## src/rtl/banner_pkg.sv

```systemverilog
// Shared constants and slot FSM encoding for the seven-segment banner scan controller.
package banner_pkg;

    localparam int DIGIT_W = 4;
    localparam int ENTRY_W = 5;

    typedef enum logic {
        ST_BLANK = 1'b0,
        ST_SHOW  = 1'b1
    } slot_state_t;

    // {dp, bcd}: decimal point off (active-low), digit 0
    localparam logic [ENTRY_W-1:0] BLANK_ENTRY = {1'b1, 4'b0000};

endpackage

```

## src/rtl/banner_scan_ctrl_if.sv

```systemverilog
// Buffer write port, scroll control and decoder/anode outputs of banner_scan_ctrl.
interface banner_scan_ctrl_if
    import banner_pkg::*;
#(
    parameter int NUM_DIGITS = 4,
    parameter int BUF_DEPTH  = 8
);
    localparam int AW = $clog2(BUF_DEPTH);

    logic                  wr_en;
    logic [AW-1:0]         wr_addr;
    logic [ENTRY_W-1:0]    wr_data;
    logic                  scroll_en;
    logic [DIGIT_W-1:0]    bcd_digit;
    logic                  dp;
    logic [NUM_DIGITS-1:0] an;
    logic                  frame_tick;
    logic                  scroll_tick;

    modport master (
        output wr_en, wr_addr, wr_data, scroll_en,
        input  bcd_digit, dp, an, frame_tick, scroll_tick
    );

    modport slave (
        input  wr_en, wr_addr, wr_data, scroll_en,
        output bcd_digit, dp, an, frame_tick, scroll_tick
    );

endinterface

```

## src/rtl/banner_tick_gen.sv

```systemverilog
// Modulo-MOD counter with enable; wrap is high in the enabled cycle where cnt = MOD-1.
module banner_tick_gen #(
    parameter  int MOD = 4,
    localparam int W   = (MOD > 1) ? $clog2(MOD) : 1
) (
    input  logic         clk,
    input  logic         reset,
    input  logic         en,
    output logic [W-1:0] cnt,
    output logic         wrap
);

    assign wrap = en && (cnt == W'(MOD - 1));

    always_ff @(posedge clk or posedge reset) begin
        if (reset) begin
            cnt <= '0;
        end else if (en) begin
            cnt <= wrap ? '0 : cnt + W'(1);
        end
    end

endmodule

```

## src/rtl/banner_scan_ctrl.sv

```systemverilog
// Multiplexed seven-segment banner scan/scroll controller.
// Define BANNER_SCROLL_EN to build the scrolling window; otherwise slot k always shows buf[k].
module banner_scan_ctrl
    import banner_pkg::*;
#(
    parameter int NUM_DIGITS    = 4,
    parameter int BUF_DEPTH     = 8,
    parameter int REFRESH_DIV   = 50000,
    parameter int BLANK_CYCLES  = 2,
    parameter int SCROLL_FRAMES = 250
) (
    input  logic               clk,
    input  logic               reset,
    banner_scan_ctrl_if.slave  bus
);

    localparam int AW = $clog2(BUF_DEPTH);
    localparam int DW = $clog2(REFRESH_DIV);
    localparam int SW = $clog2(NUM_DIGITS);

    logic [DW-1:0]      div_cnt;
    logic               div_wrap;
    logic [SW-1:0]      slot;
    logic               slot_wrap;
    logic [AW-1:0]      offset;
    logic [AW-1:0]      rd_idx;
    logic               frame_pre;
    logic               write_arm;
    slot_state_t        state;
    logic [ENTRY_W-1:0] buf_mem [BUF_DEPTH];

    banner_tick_gen #(.MOD(REFRESH_DIV)) u_div (
        .clk   (clk),
        .reset (reset),
        .en    (1'b1),
        .cnt   (div_cnt),
        .wrap  (div_wrap)
    );

    banner_tick_gen #(.MOD(NUM_DIGITS)) u_slot (
        .clk   (clk),
        .reset (reset),
        .en    (div_wrap),
        .cnt   (slot),
        .wrap  (slot_wrap)
    );

    // One cycle of lookahead lets the ticks be registered yet land on the frame's last cycle
    assign frame_pre = (div_cnt == DW'(REFRESH_DIV - 2)) && (slot == SW'(NUM_DIGITS - 1));
    assign rd_idx    = offset + AW'(slot);

`ifdef BANNER_SCROLL_EN
    localparam int FW = (SCROLL_FRAMES > 1) ? $clog2(SCROLL_FRAMES) : 1;

    logic [FW-1:0] frm_cnt;
    logic          frm_wrap;
    logic          scroll_pre;

    banner_tick_gen #(.MOD(SCROLL_FRAMES)) u_frm (
        .clk   (clk),
        .reset (reset),
        .en    (slot_wrap),
        .cnt   (frm_cnt),
        .wrap  (frm_wrap)
    );

    assign scroll_pre = frame_pre && (frm_cnt == FW'(SCROLL_FRAMES - 1)) && bus.scroll_en;

    // scroll_tick is high exactly in the frm_wrap cycle, so the offset moves on the frame boundary
    always_ff @(posedge clk or posedge reset) begin
        if (reset) begin
            offset          <= '0;
            bus.scroll_tick <= 1'b0;
        end else begin
            bus.scroll_tick <= scroll_pre;
            if (frm_wrap && bus.scroll_tick) begin
                offset <= offset + AW'(1);
            end
        end
    end
`else
    logic [1:0] unused_scroll;

    assign unused_scroll   = {bus.scroll_en, slot_wrap};
    assign offset          = '0;
    assign bus.scroll_tick = 1'b0;
`endif

    always_ff @(posedge clk or posedge reset) begin
        if (reset) begin
            state          <= ST_BLANK;
            bus.an         <= '1;
            bus.bcd_digit  <= '0;
            bus.dp         <= 1'b1;
            bus.frame_tick <= 1'b0;
            write_arm      <= 1'b0;
            for (int i = 0; i < BUF_DEPTH; i++) begin
                buf_mem[i] <= BLANK_ENTRY;
            end
        end else begin
            write_arm      <= 1'b1;
            bus.frame_tick <= frame_pre;
            if (bus.wr_en && write_arm) begin
                buf_mem[bus.wr_addr] <= bus.wr_data;
            end
            // The load reads buf_mem before any same-edge write lands
            case (state)
                ST_BLANK: begin
                    if (div_cnt == DW'(BLANK_CYCLES - 1)) begin
                        state                     <= ST_SHOW;
                        bus.an                    <= ~(NUM_DIGITS'(1) << slot);
                        {bus.dp, bus.bcd_digit}   <= buf_mem[rd_idx];
                    end
                end
                ST_SHOW: begin
                    if (div_wrap) begin
                        state  <= ST_BLANK;
                        bus.an <= '1;
                    end
                end
            endcase
        end
    end

endmodule
```

## src/flat_wrapper.sv

```systemverilog
// flat-port wrapper written by rule: the top's interface ports become plain ports
module banner_scan_ctrl_flat import banner_pkg::*;
#(
    parameter int NUM_DIGITS    = 4,
    parameter int BUF_DEPTH     = 8,
    parameter int REFRESH_DIV   = 50000,
    parameter int BLANK_CYCLES  = 2,
    parameter int SCROLL_FRAMES = 250
)
  (clk, reset, bus_wr_en, bus_wr_addr, bus_wr_data, bus_scroll_en, bus_bcd_digit, bus_dp, bus_an, bus_frame_tick, bus_scroll_tick);
  banner_scan_ctrl_if #(.NUM_DIGITS(NUM_DIGITS), .BUF_DEPTH(BUF_DEPTH)) bus_i ();
  input  logic clk;
  input  logic reset;
  input wire logic [$bits(bus_i.wr_en)-1:0] bus_wr_en;
  input wire logic [$bits(bus_i.wr_addr)-1:0] bus_wr_addr;
  input wire logic [$bits(bus_i.wr_data)-1:0] bus_wr_data;
  input wire logic [$bits(bus_i.scroll_en)-1:0] bus_scroll_en;
  output wire logic [$bits(bus_i.bcd_digit)-1:0] bus_bcd_digit;
  output wire logic [$bits(bus_i.dp)-1:0] bus_dp;
  output wire logic [$bits(bus_i.an)-1:0] bus_an;
  output wire logic [$bits(bus_i.frame_tick)-1:0] bus_frame_tick;
  output wire logic [$bits(bus_i.scroll_tick)-1:0] bus_scroll_tick;
  assign bus_i.wr_en = bus_wr_en;
  assign bus_i.wr_addr = bus_wr_addr;
  assign bus_i.wr_data = bus_wr_data;
  assign bus_i.scroll_en = bus_scroll_en;
  assign bus_bcd_digit = bus_i.bcd_digit;
  assign bus_dp = bus_i.dp;
  assign bus_an = bus_i.an;
  assign bus_frame_tick = bus_i.frame_tick;
  assign bus_scroll_tick = bus_i.scroll_tick;
  banner_scan_ctrl #(.NUM_DIGITS(NUM_DIGITS), .BUF_DEPTH(BUF_DEPTH), .REFRESH_DIV(REFRESH_DIV), .BLANK_CYCLES(BLANK_CYCLES), .SCROLL_FRAMES(SCROLL_FRAMES)) u_core (.clk(clk), .reset(reset), .bus(bus_i));
endmodule
```

## config.mk

```make
export PLATFORM = sky130hd
export DESIGN_NAME = banner_scan_ctrl_flat
export DESIGN_NICKNAME = d
export VERILOG_FILES = /design/src/rtl/banner_pkg.sv /design/src/rtl/banner_scan_ctrl_if.sv /design/src/rtl/banner_tick_gen.sv /design/src/rtl/banner_scan_ctrl.sv /design/src/flat_wrapper.sv
export SDC_FILE = /design/constraint.sdc
export NUM_CORES = 1
export LEC_CHECK = 0
export ABC_AREA = 1
export CAP_MARGIN = 5
export CORE_MARGIN = 2
export CORE_UTILIZATION = 50
export DETAILED_ROUTE_END_ITERATION = 12
export PLACE_DENSITY = 0.75
export SYNTH_ARGS = -nofsm -noshare
export SYNTH_HDL_FRONTEND = slang
export SYNTH_SLANG_ARGS = --single-unit
```

## constraint.sdc

```tcl
create_clock -name clk -period 1.6 [get_ports clk]
set_input_delay 0.32 -clock clk [delete_from_list [all_inputs] [get_ports clk]]
set_output_delay 0.32 -clock clk [all_outputs]
set_load 0.01 [all_outputs]
```

# --- After elaboration in Yosys (flattened, before gate mapping) ---
# Cells that the tools add are included.
totals:
  regBits: 70
  latchBits: 0
  ram_bits: 0
  rom_bits: 0
  in_bits: 12
  out_inout_bits: 11
  n_memories: 0
classes:
  addsub: 2
  multipliers: 0
  div: 0
  order_cmp: 3
  eq_ne: 6
  n_shift: 1
  n_mux: 14
  n_bitwise: 4
  reduce_logical: 6
op_table:
  columns: ["operator", "count"]
  rows:
  - ["40-bit bitwise mux", 1]
  - ["16-bit == test, second input constant", 2]
  - ["16-bit by 1-bit adder with 16-bit output, second input constant", 1]
  - ["16-bit by 1-bit == test with 1-bit output, second input constant", 1]
  - ["16-bit 2-to-1 mux", 1]
  - ["5-bit binary-select mux with 3-bit select", 1]
  - ["5-bit demux with 3-bit select", 1]
  - ["5-bit 2-to-1 mux", 3]
  - ["4-bit >= comparator, second input constant", 2]
  - ["4-bit 2-to-1 mux", 2]
  - ["4-bit one-hot mux with 2 select lines", 1]
  - ["1-bit logical AND", 4]
  - ["4-bit by 1-bit < comparator with 1-bit output, second input constant", 1]
  - ["2-bit NOT with 4-bit output", 1]
  - ["3-bit NOT with 4-bit output", 1]
  - ["4-bit NOT", 1]
  - ["2-bit AND reduction", 2]
  - ["1-bit by 2-bit left shift with 4-bit output, first input constant", 1]
  - ["2-bit by 1-bit adder with 2-bit output, second input constant", 1]
  - ["2-bit == test, second input constant", 1]
  - ["1-bit 2-to-1 mux", 2]
  - ["2-bit 2-to-1 mux", 1]
  - ["2-bit by 1-bit inequality test with 1-bit output, second input constant", 1]
  - ["2-bit inequality test, second input constant", 1]
  - ["other kinds (2)", 2]

# --- Logic depth before layout (Yosys ltp) ---
# Gate-level depths: netlist of the first run.
depth:
  word_depth: 6
  mapped_depth: 9
  mapped_depth_nobuf: 9

# --- Cells and area by module ---
# A second synthesis of the first run with hierarchy kept.
unflattened:
  hier_cells: 355
  area_unflattened_um2: 2675.1
by_module_without_submodules:
  columns: ["module", "instances", "cells_each", "area_each_um2"]
  rows:
  - ["banner_scan_ctrl", 1, 198, 1545.2]
  - ["banner_tick_gen (u_core.u_div)", 1, 142, 1021.0]
  - ["banner_tick_gen (u_core.u_slot)", 1, 15, 108.9]

# --- Worst setup path before layout of the first run ---
# Ideal clock, no wire load.
synth_path:
  path_type: "register to register"
  from: "reg u_core.u_div.cnt[0]"
  to: "reg u_core.u_slot.cnt[0]"
  setup_time_ps: 120
  arrival_ps: 1208
  slack_ps: 272
  stages_incl_launch_ff: 9
  path_buffers: 0
  synth_period_minus_slack_ps: 1328
  path_cell_list: "dfrtp_1 -> ha_1 -> nand2_2 -> inv_2 -> nand2_2 -> nor2_2 -> nand2_2 -> o21ai_0 -> inv_1"
synth_via:
  elab_chain_cells: 3
synth_lines:
  columns: ["element", "line", "rtl"]
  rows:
  - ["start: declaration", "banner_tick_gen.sv:9", "output logic [W-1:0] cnt,"]
  - ["start signal: assignment", "banner_tick_gen.sv:19", "cnt <= wrap ? '0 : cnt + W'(1);"]
  - ["16-bit == test (*)", "banner_tick_gen.sv:13", "assign wrap = en && (cnt == W'(MOD - 1));"]
  - ["1-bit logical AND", "banner_tick_gen.sv:13", null]
  - ["2-bit 2-to-1 mux", "banner_tick_gen.sv:19", null]
  - ["end signal: assignment", "banner_tick_gen.sv:19", null]
  - ["end: declaration", "banner_tick_gen.sv:9", null]
# Mark *: on every way between the ends. The rest lies on a longest branch, timed or not.
# A chain may end at the register's enable or synchronous reset.

# --- Worst setup path after layout of the first run ---
layout_path:
  from: "reg u_core.bus.bcd_digit[0]"
  to: "out bus_bcd_digit[0]"
layout_lines:
  columns: ["element", "line", "rtl"]
  rows:
  - ["start: declaration", "banner_scan_ctrl_if.sv:27", "output bcd_digit, dp, an, frame_tick, scroll_tick"]
  - ["start signal: assignment", "banner_scan_ctrl.sv:112", "{bus.dp, bus.bcd_digit} <= buf_mem[rd_idx];"]
  - ["end: declaration", "flat_wrapper.sv:18", "output wire logic [$bits(bus_i.bcd_digit)-1:0] bus_bcd_digit;"]
# No word-level cell between the ends.

==> results of run 1 <==
## power by group through the flow
stage	registers, mW	logic (mW)	clock network, mW
after floorplan	1.45	0.131	0
after global placement	1.46	0.183	0
after detailed placement	1.46	0.195	0
after CTS	1.44	0.195	0.927
after global routing	1.45	0.226	0.988
final	1.44	0.191	0.903
## worst min path at each step
stage | startpoint | end | cells after the start
after floorplan | u_core.buf_mem[25]$_DFFE_PP0P_ | u_core.buf_mem[25]$_DFFE_PP0P_ | 2
after CTS | reset | u_core.buf_mem[32]$_DFFE_PP0P_ | 2
after global routing | reset | u_core.buf_mem[22]$_DFFE_PP0P_ | 2
after global placement | u_core.buf_mem[32]$_DFFE_PP0P_ | u_core.buf_mem[32]$_DFFE_PP0P_ | 2
after detailed placement | u_core.buf_mem[32]$_DFFE_PP0P_ | u_core.buf_mem[32]$_DFFE_PP0P_ | 2
final | reset | u_core.buf_mem[37]$_DFFE_PP0P_ | 2
## cell usage in the layout (no fill, tap or decap), drive strengths merged
cell and n:
a21oi 8, buf 8, bufinv 1, clkbuf 5, clkdlybuf4s50 15, clkinv 1, clkinvlp 2, conb 2
dfrtp 41, dfstp 9, dlygate4sd2 5, ha 7, inv 31, nand2 80, nand3 12, nand3b 1
nand4 2, nor2 61, nor3 2, nor4 2, o21ai 35, o22ai 5, xor2 6
## routing by layer
| metal | GRT usage, % | wire length, um |
|---|---|---|
| met4 | 8.89 | 80 |
| met3 | 5.56 | 185 |
| met2 | 35.5 | 2530 |
| met1 | 26.1 | 2270 |
| met5 | 0 | 0 |
## area by class of cell
type / instances / area share (%)
flip-flops and latches: 50 / 43.3
multi-input cells: 223 / 36.6
repair buffers: 28 / 9.15
inverters: 32 / 4.17
well taps: 67 / 2.88
clock buffers: 5 / 2.36
clock inverters: 3 / 1.55
## registers in the layout, indices dropped and copies added, names as in the netlist
name                   cells
u_core.bus.dp              1
u_core.u_slot.cnt          2
u_core.bus.an              4
u_core.u_div.cnt          16
u_core.buf_mem            20
u_core.state               1
u_core.bus.bcd_digit       4
u_core.write_arm           1
u_core.bus.frame_tick      1
## kinds of logic after synthesis
family          Yosys count
buf+inv                  35
simple gates            160
fa+ha+maj                 7
xor+xnor                  6
flops                    50
compound gates           48
other cells               2
## cells in the mapped netlist (all sizes together)
library cell,instances,share of area [%]
nor4,2,0.51
dfrtp,41,42
nand4,2,0.51
clkinv,1,0.20
nand3b,1,0.31
nor3,2,0.41
o22ai,5,1.3
nand3,12,2.6
a21oi,8,1.6
inv,31,4.7
ha,7,3.6
nand2,80,13
o21ai,35,7.3
dfstp,9,9.6
xor2,6,2.1
buf,1,0.31
conb,2,0.31
clkbuf,2,0.31
nor2,61,9.8
## per-stage QoR
step,setup WS (ns),std cells
after floorplan,0.0937,308
after global placement,0.0883,399
after detailed placement,0.0215,399
after CTS,0.0342,408
after global routing,0.00412,408
final,0.0481,408
## timing repair
action                     CTS  global route
resized for setup            5             1
pin swaps                    0             0
setup endpoints to repair    7             7
gates cloned                 0             0
setup buffers                1             0
hold buffers                 0             0
==> summary.md, run 1 <==
| Metric | Value |
|---|---|
| Fin util | 61.7% |
| R2R setup slack | 0.10 ns |
| Synthesized instance count | 308 |
| Critical path fanouts, max | 2 |
| Clk pwr share | 35.6% |
| Total grt overflow | 0 |
| Fin crit period | 1.55 ns |
| Crit share post-route | 97.0% |
| Type of the worst min-delay path | in2async |
| Routed len/inst | 12.4 um |
| Critical-path cell list | clkdlybuf4s50_1 |
| Clk_lat worst skew | 0.31 ns |
| CTS tree | built |
| I/O pins | 23 |
| Detail Placement HPWL | 3660 um |
| Post-synthesis xor/xnor area fraction | 2.14% |
| Stages on worst setup path | 1 |
| Logic pwr share | 7.5% |
| Largest family of logic cells by synthesized area | simple AND/OR/NAND/NOR gates |
| Fin. max-slew vios | 0 |
| Leakage | 1.45 nW |
| Final Hold Fails | 0 |
| Synth cell types | 25 |
| # fillers | 438 |
| Outcome | complete, no violations |
| CP Buf/Inv Count | 1 |
| Routability cong. | 0.854 |
| CTS Root Cell | clkbuf_8 |
| Slowest cell on crit path | clkdlybuf4s50_1 |
| Clock Skew | 0.00301 ns |
| Layout cells sized above 1 | 12.3% |
| Die area | 5500 um^2 |
| RSZ-0062 raised after global routing | false |
| First-pass GRT wire length | 8650 um |
| Reg area | 1260 um^2 |
| Mux cell area share after synthesis | 0% |
| H-tree levels | 2 |
| Avg Cell Area, Syn | 7.99 um^2 |
| Chip Height | 74.2 um |
| CTS Buf Count | 5 |
| Max Cap Viol | 0 |
| Ant diodes | 0 |
| Power Dens Cells | 871 nW/um^2 |
| # port buffers | 20 |
| Vias per inst | 5.00 |
| Total Routing Usage GR | 21.2% |
| Die X | 74.2 um |
| Post-DP Area | 2800 um^2 |
| Setup TNS | 0 ns |
| Max VDD drop | 0.000732 V |
| CP max stage delay | 0.55 ns |
| Post-Route WL | 5070 um |
| Kind of critical path | reg2out |
| Tot Pwr | 2.54 mW |
| Initial antenna violation count | 0 |
| Reg clk slew, reported paths | 0.09 ns |
| Row Count | 25 |
| Synth-to-Final Area Change | 18.4% |
| Total number of vias | 2039 |
| Deepest clock path buffer count | 2 |
| Hold Worst Slack | 0.282 ns |
| Mapped Area | 2460 um^2 |
| Cell family with most CP delay | buffers and inverters |
| Nets | 359 |
| Sequential Power Share | 56.9% |
| Largest net degree at the start of global routing | 25 |
| CP startpoint kind | flop |
| Syn nets | 327 |
| Syn. warnings | 0 |
| Arrival time at the worst endpoint | 1.23 ns |
| Adder-Cell Fraction of Synth Area | 3.56% |
| Core area | 4720 um^2 |
| Sequential-to-total area share from yosys stat | 51.3% |
| Crit. End Element | primary output |
| Worst setup startpoint | u_core.bus.bcd_digit[0]$_DFFE_PP0P_ |
| Remaining DRCs | 0 |
| Post-route cell area | 2910 um^2 |
| R2r worst-path depth | 8 |
| Antenna viol nets, final | 0 |
| Internal | 1.94 mW |
| Number of global-route vias before repair | 1987 |
| Initial DRT Pass Iterations | 4 |
| Register bit total from synthesis | 50 |
| Starting Density | 52.1% |
| Setup crit end | bus_bcd_digit[0] |
| F_max | 644 MHz |
| Reg-to-reg endpoint | u_core.u_slot.cnt[0]$_DFFE_PP0N_ |
| TritonCTS Sinks | 50 |
| Synth Area in Compound Gates | 10.2% |
| RR Startpoint | u_core.u_div.cnt[1]$_DFF_PP0_ |
| Setup-failing EPs final | 0 |
| Sw power | 0.598 mW |
| Initial detailed-routing violation count | 97 |
| Worst EP required | 1.28 ns |
| Sw frac | 23.6% |
| Multi-input logic area | 1060 um^2 |
| Simple-Gate Fraction of Synth Area | 27.0% |
Power figures use the tool's default switching activity.
==> run 2: changes to the inputs <==
--- a/config.mk
+++ b/config.mk
@@ -11,6 +11,7 @@
 export CORE_UTILIZATION = 50
 export DETAILED_ROUTE_END_ITERATION = 12
 export PLACE_DENSITY = 0.75
+export SLEW_MARGIN = 20
 export SYNTH_ARGS = -nofsm -noshare
 export SYNTH_HDL_FRONTEND = slang
 export SYNTH_SLANG_ARGS = --single-unit
==> results of run 2 <==
The final DEF is identical to that of run 1; final timing and power are the same.
==> run 3: changes to the inputs <==
--- a/config.mk
+++ b/config.mk
@@ -7,10 +7,12 @@
 export LEC_CHECK = 0
 export ABC_AREA = 1
 export CAP_MARGIN = 5
+export CORE_ASPECT_RATIO = 0.9
 export CORE_MARGIN = 2
 export CORE_UTILIZATION = 50
 export DETAILED_ROUTE_END_ITERATION = 12
 export PLACE_DENSITY = 0.75
+export RECOVER_POWER = 50
 export SLEW_MARGIN = 20
 export SYNTH_ARGS = -nofsm -noshare
 export SYNTH_HDL_FRONTEND = slang
==> run 3 against run 2 <==
- register-to-register slack about the same
- sequential cell count is the same
- clock-buffer cell count increased by 1
- worst hold slack improved by 0.21 ns
- clock power shrank 2.3%
- highest routed layer unchanged
- cell count shrank 0.98%
- non-clock buffer count down 2
- combinational power hardly changed
- global-route usage is 1.7 points lower
==> summary.md, run 3 (same netlist as run 1, synthesis figures left out) <==
| Metric | Value |
|---|---|
| Top flop regs | u_core.buf_mem x20, u_core.u_div.cnt x16 (unchanged) |
| Total number of vias | 2009 (was 2039) |
| Starting Density | 51.2% (was 52.1%) |
| Antenna viol nets, final | 0 (unchanged) |
| CP startpoint kind | flop (unchanged) |
| Detail Placement HPWL | 3470 um (was 3660 um) |
| Deepest clock path buffer count | 2 (unchanged) |
| CTS Root Cell | clkbuf_8 (unchanged) |
| Initial detailed-routing violation count | 162 (was 97) |
| Ant diodes | 0 (unchanged) |
| Remaining DRCs | 0 (unchanged) |
| Worst EP required | 1.28 ns (about the same) |
| Post-Place Worst Slack | 0.0181 ns (was 0.0215 ns) |
| R2R setup slack | 0.11 ns (was 0.10 ns) |
| Cts hold-fix bufs | 0 (unchanged) |
| Number of global-route vias before repair | 1929 (was 1987) |
| Post-Route WL | 4960 um (was 5070 um) |
| First-pass GRT wire length | 8580 um (was 8650 um) |
| Core area | 4800 um^2 (was 4720 um^2) |
| Power Dens Cells | 872 nW/um^2 (was 871 nW/um^2) |
| Total grt overflow | 0 (unchanged) |
| Worst Min Path Start | u_core.bus.an[1]$_DFFE_PP1P_ |
| Hold worst-path end | u_core.bus.an[1]$_DFFE_PP1P_ |
| Hold depth | 2 |
| Crit. End Element | primary output (unchanged) |
| Outcome | complete, no violations (unchanged) |
| Post-Layout Cell Count | 404 (was 408) |
| Cell family with most CP delay | buffers and inverters (unchanged) |
| Top Layer Used | met4 (unchanged) |
| Fin util | 60.0% (was 61.7%) |
| I/O pins | 23 (unchanged) |
| Met1 WL | 2460 um (was 2270 um) |
| Slew headroom | 55.4% |
| Arrival time at the worst endpoint | 1.21 ns (was 1.23 ns) |
| Initial antenna violation count | 0 (unchanged) |
| Most common cell after layout, fill and taps aside | nand2_1 (unchanged) |
| Fin. max-slew vios | 0 (unchanged) |
| Crit share post-route | 95.6% (was 97.0%) |
| Hold Worst Slack | 0.490 ns (was 0.282 ns) |
| Most frequent cells in the layout | nand2_1 (76), nor2_1 (56), dfrtp_1 (41), o21ai_0 (33), inv_1 (29) (was nand2_1 (74), nor2_1 (55), dfrtp_1 (41), o21ai_0 (33), inv_1 (29)) |
| Total Routing Usage GR | 19.6% (was 21.2%) |
| Nets | 357 (was 359) |
| Largest register FFs | 20 (unchanged) |
| Leakage | 1.45 nW (about the same) |
| RR Startpoint | u_core.u_div.cnt[1]$_DFF_PP0_ (unchanged) |
| Reg clk slew, reported paths | 0.09 ns (about the same) |
| Final worst slack | 0.0702 ns (was 0.0481 ns) |
| Fin crit period | 1.53 ns (was 1.55 ns) |
| TritonCTS Sinks | 50 (unchanged) |
| Critical path fanouts, max | 2 (unchanged) |
| Tot Pwr | 2.51 mW (was 2.54 mW) |
| Chip Height | 70.6 um (was 74.2 um) |
| Metal3 WL | 217 um (was 185 um) |
| Tightest Pin Transition | 0.669 ns |
| Clock Skew | 0.00991 ns (was 0.00301 ns) |
| Type of the worst min-delay path | reg2reg (was in2async) |
| Die X | 78.0 um (was 74.2 um) |
| Critical-path cell list | clkdlybuf4s50_1 (unchanged) |
| CP Buf/Inv Count | 1 (unchanged) |
| Reg-to-reg endpoint | u_core.bus.bcd_digit[0]$_DFFE_PP0P_ (was u_core.u_slot.cnt[0]$_DFFE_PP0N_) |
| Setup TNS | 0 ns (unchanged) |
| CP max stage delay | 0.55 ns (about the same) |
| Max Cap Viol | 0 (unchanged) |
| Max VDD drop | 0.000516 V (was 0.000732 V) |
| R2r worst-path depth | 8 (unchanged) |
| Setup-failing EPs final | 0 (unchanged) |
| Routed len/inst | 12.3 um (was 12.4 um) |
| Synth-to-Final Area Change | 17.1% (was 18.4%) |
| Die area | 5500 um^2 (about the same) |
| H-tree levels | 2 (unchanged) |
| # port buffers | 20 (unchanged) |
| Largest net degree at the start of global routing | 51 (was 25) |
| CTS Buf Count | 5 (unchanged) |
| Clk_lat worst skew | 0.30 ns (was 0.31 ns) |
| Kind of critical path | reg2out (unchanged) |
| Row Count | 24 (was 25) |
| Layout cells sized above 1 | 10.3% (was 12.3%) |
| Initial DRT Pass Iterations | 4 (unchanged) |
| Slowest cell on crit path | clkdlybuf4s50_1 (unchanged) |
| Top reg by flops | u_core.buf_mem (unchanged) |
| Post-DP Area | 2770 um^2 (was 2800 um^2) |
| CTS tree | built (unchanged) |
| DP Cell Count | 394 (was 399) |
| Final Hold Fails | 0 (unchanged) |
| Vias per inst | 4.97 (was 5.00) |
| Post-route cell area | 2880 um^2 (was 2910 um^2) |
| Routability cong. | 0.852 (was 0.854) |
| F_max | 654 MHz (was 644 MHz) |
| WL met2 | 2150 um (was 2530 um) |
==> run 3: cell count changes in the layout (fill, tap and decap cells not counted), sizes merged <==
cell           previous run  this run
buf                       8         5
clkbuf                    5         7
clkdlybuf4s50            15        14
clkinv                    1         2
clkinvlp                  2         1
dlygate4sd3               0         1
inv                      31        30
==> run 3: worst max-delay path by stage <==
stage / cells after the start / to / from
after floorplan: 1 / u_core.buf_mem[20]$_DFFE_PP0P_ / reset
after global placement: 9 / u_core.u_slot.cnt[1]$_DFFE_PP0N_ / u_core.u_div.cnt[0]$_DFF_PP0_
after detailed placement: 6 / u_core.buf_mem[20]$_DFFE_PP0P_ / bus_wr_addr[0]
after CTS: 8 / u_core.u_slot.cnt[0]$_DFFE_PP0N_ / u_core.u_div.cnt[0]$_DFF_PP0_
after global routing: 8 / u_core.bus.bcd_digit[0]$_DFFE_PP0P_ / u_core.u_div.cnt[1]$_DFF_PP0_
final: 1 / bus_bcd_digit[1] / u_core.bus.bcd_digit[1]$_DFFE_PP0P_
==> run 3: cell type report <==
class                   count  area [um^2]
clock inverters             2         37.5
multi-input cells         223         1070
inverters                  32          121
clock buffers               6         72.6
repair buffers             26          239
flip-flops and latches     50         1260
well taps                  65         81.3
fillers                   443         1920
==> run 3: routing by layer <==
layer / GRT usage [%] / up-vias
li1: - / 1044
met1: 28.2 / 908
met4: 7.80 / 0
met5: 0 / -
met2: 29.5 / 46
met3: 3.83 / 11
==> run 3: power by group <==
part,internal [mW],switching [mW]
clock network,0.467,0.415
registers,1.38,0.0569
logic,0.0835,0.107
==> run 3: what timing repair did <==
item,CTS,global route
gates resized for setup,5,3
gates cloned,0,0
hold endpoints to repair,0,0
setup buffers,0,2
setup endpoints to repair,5,11
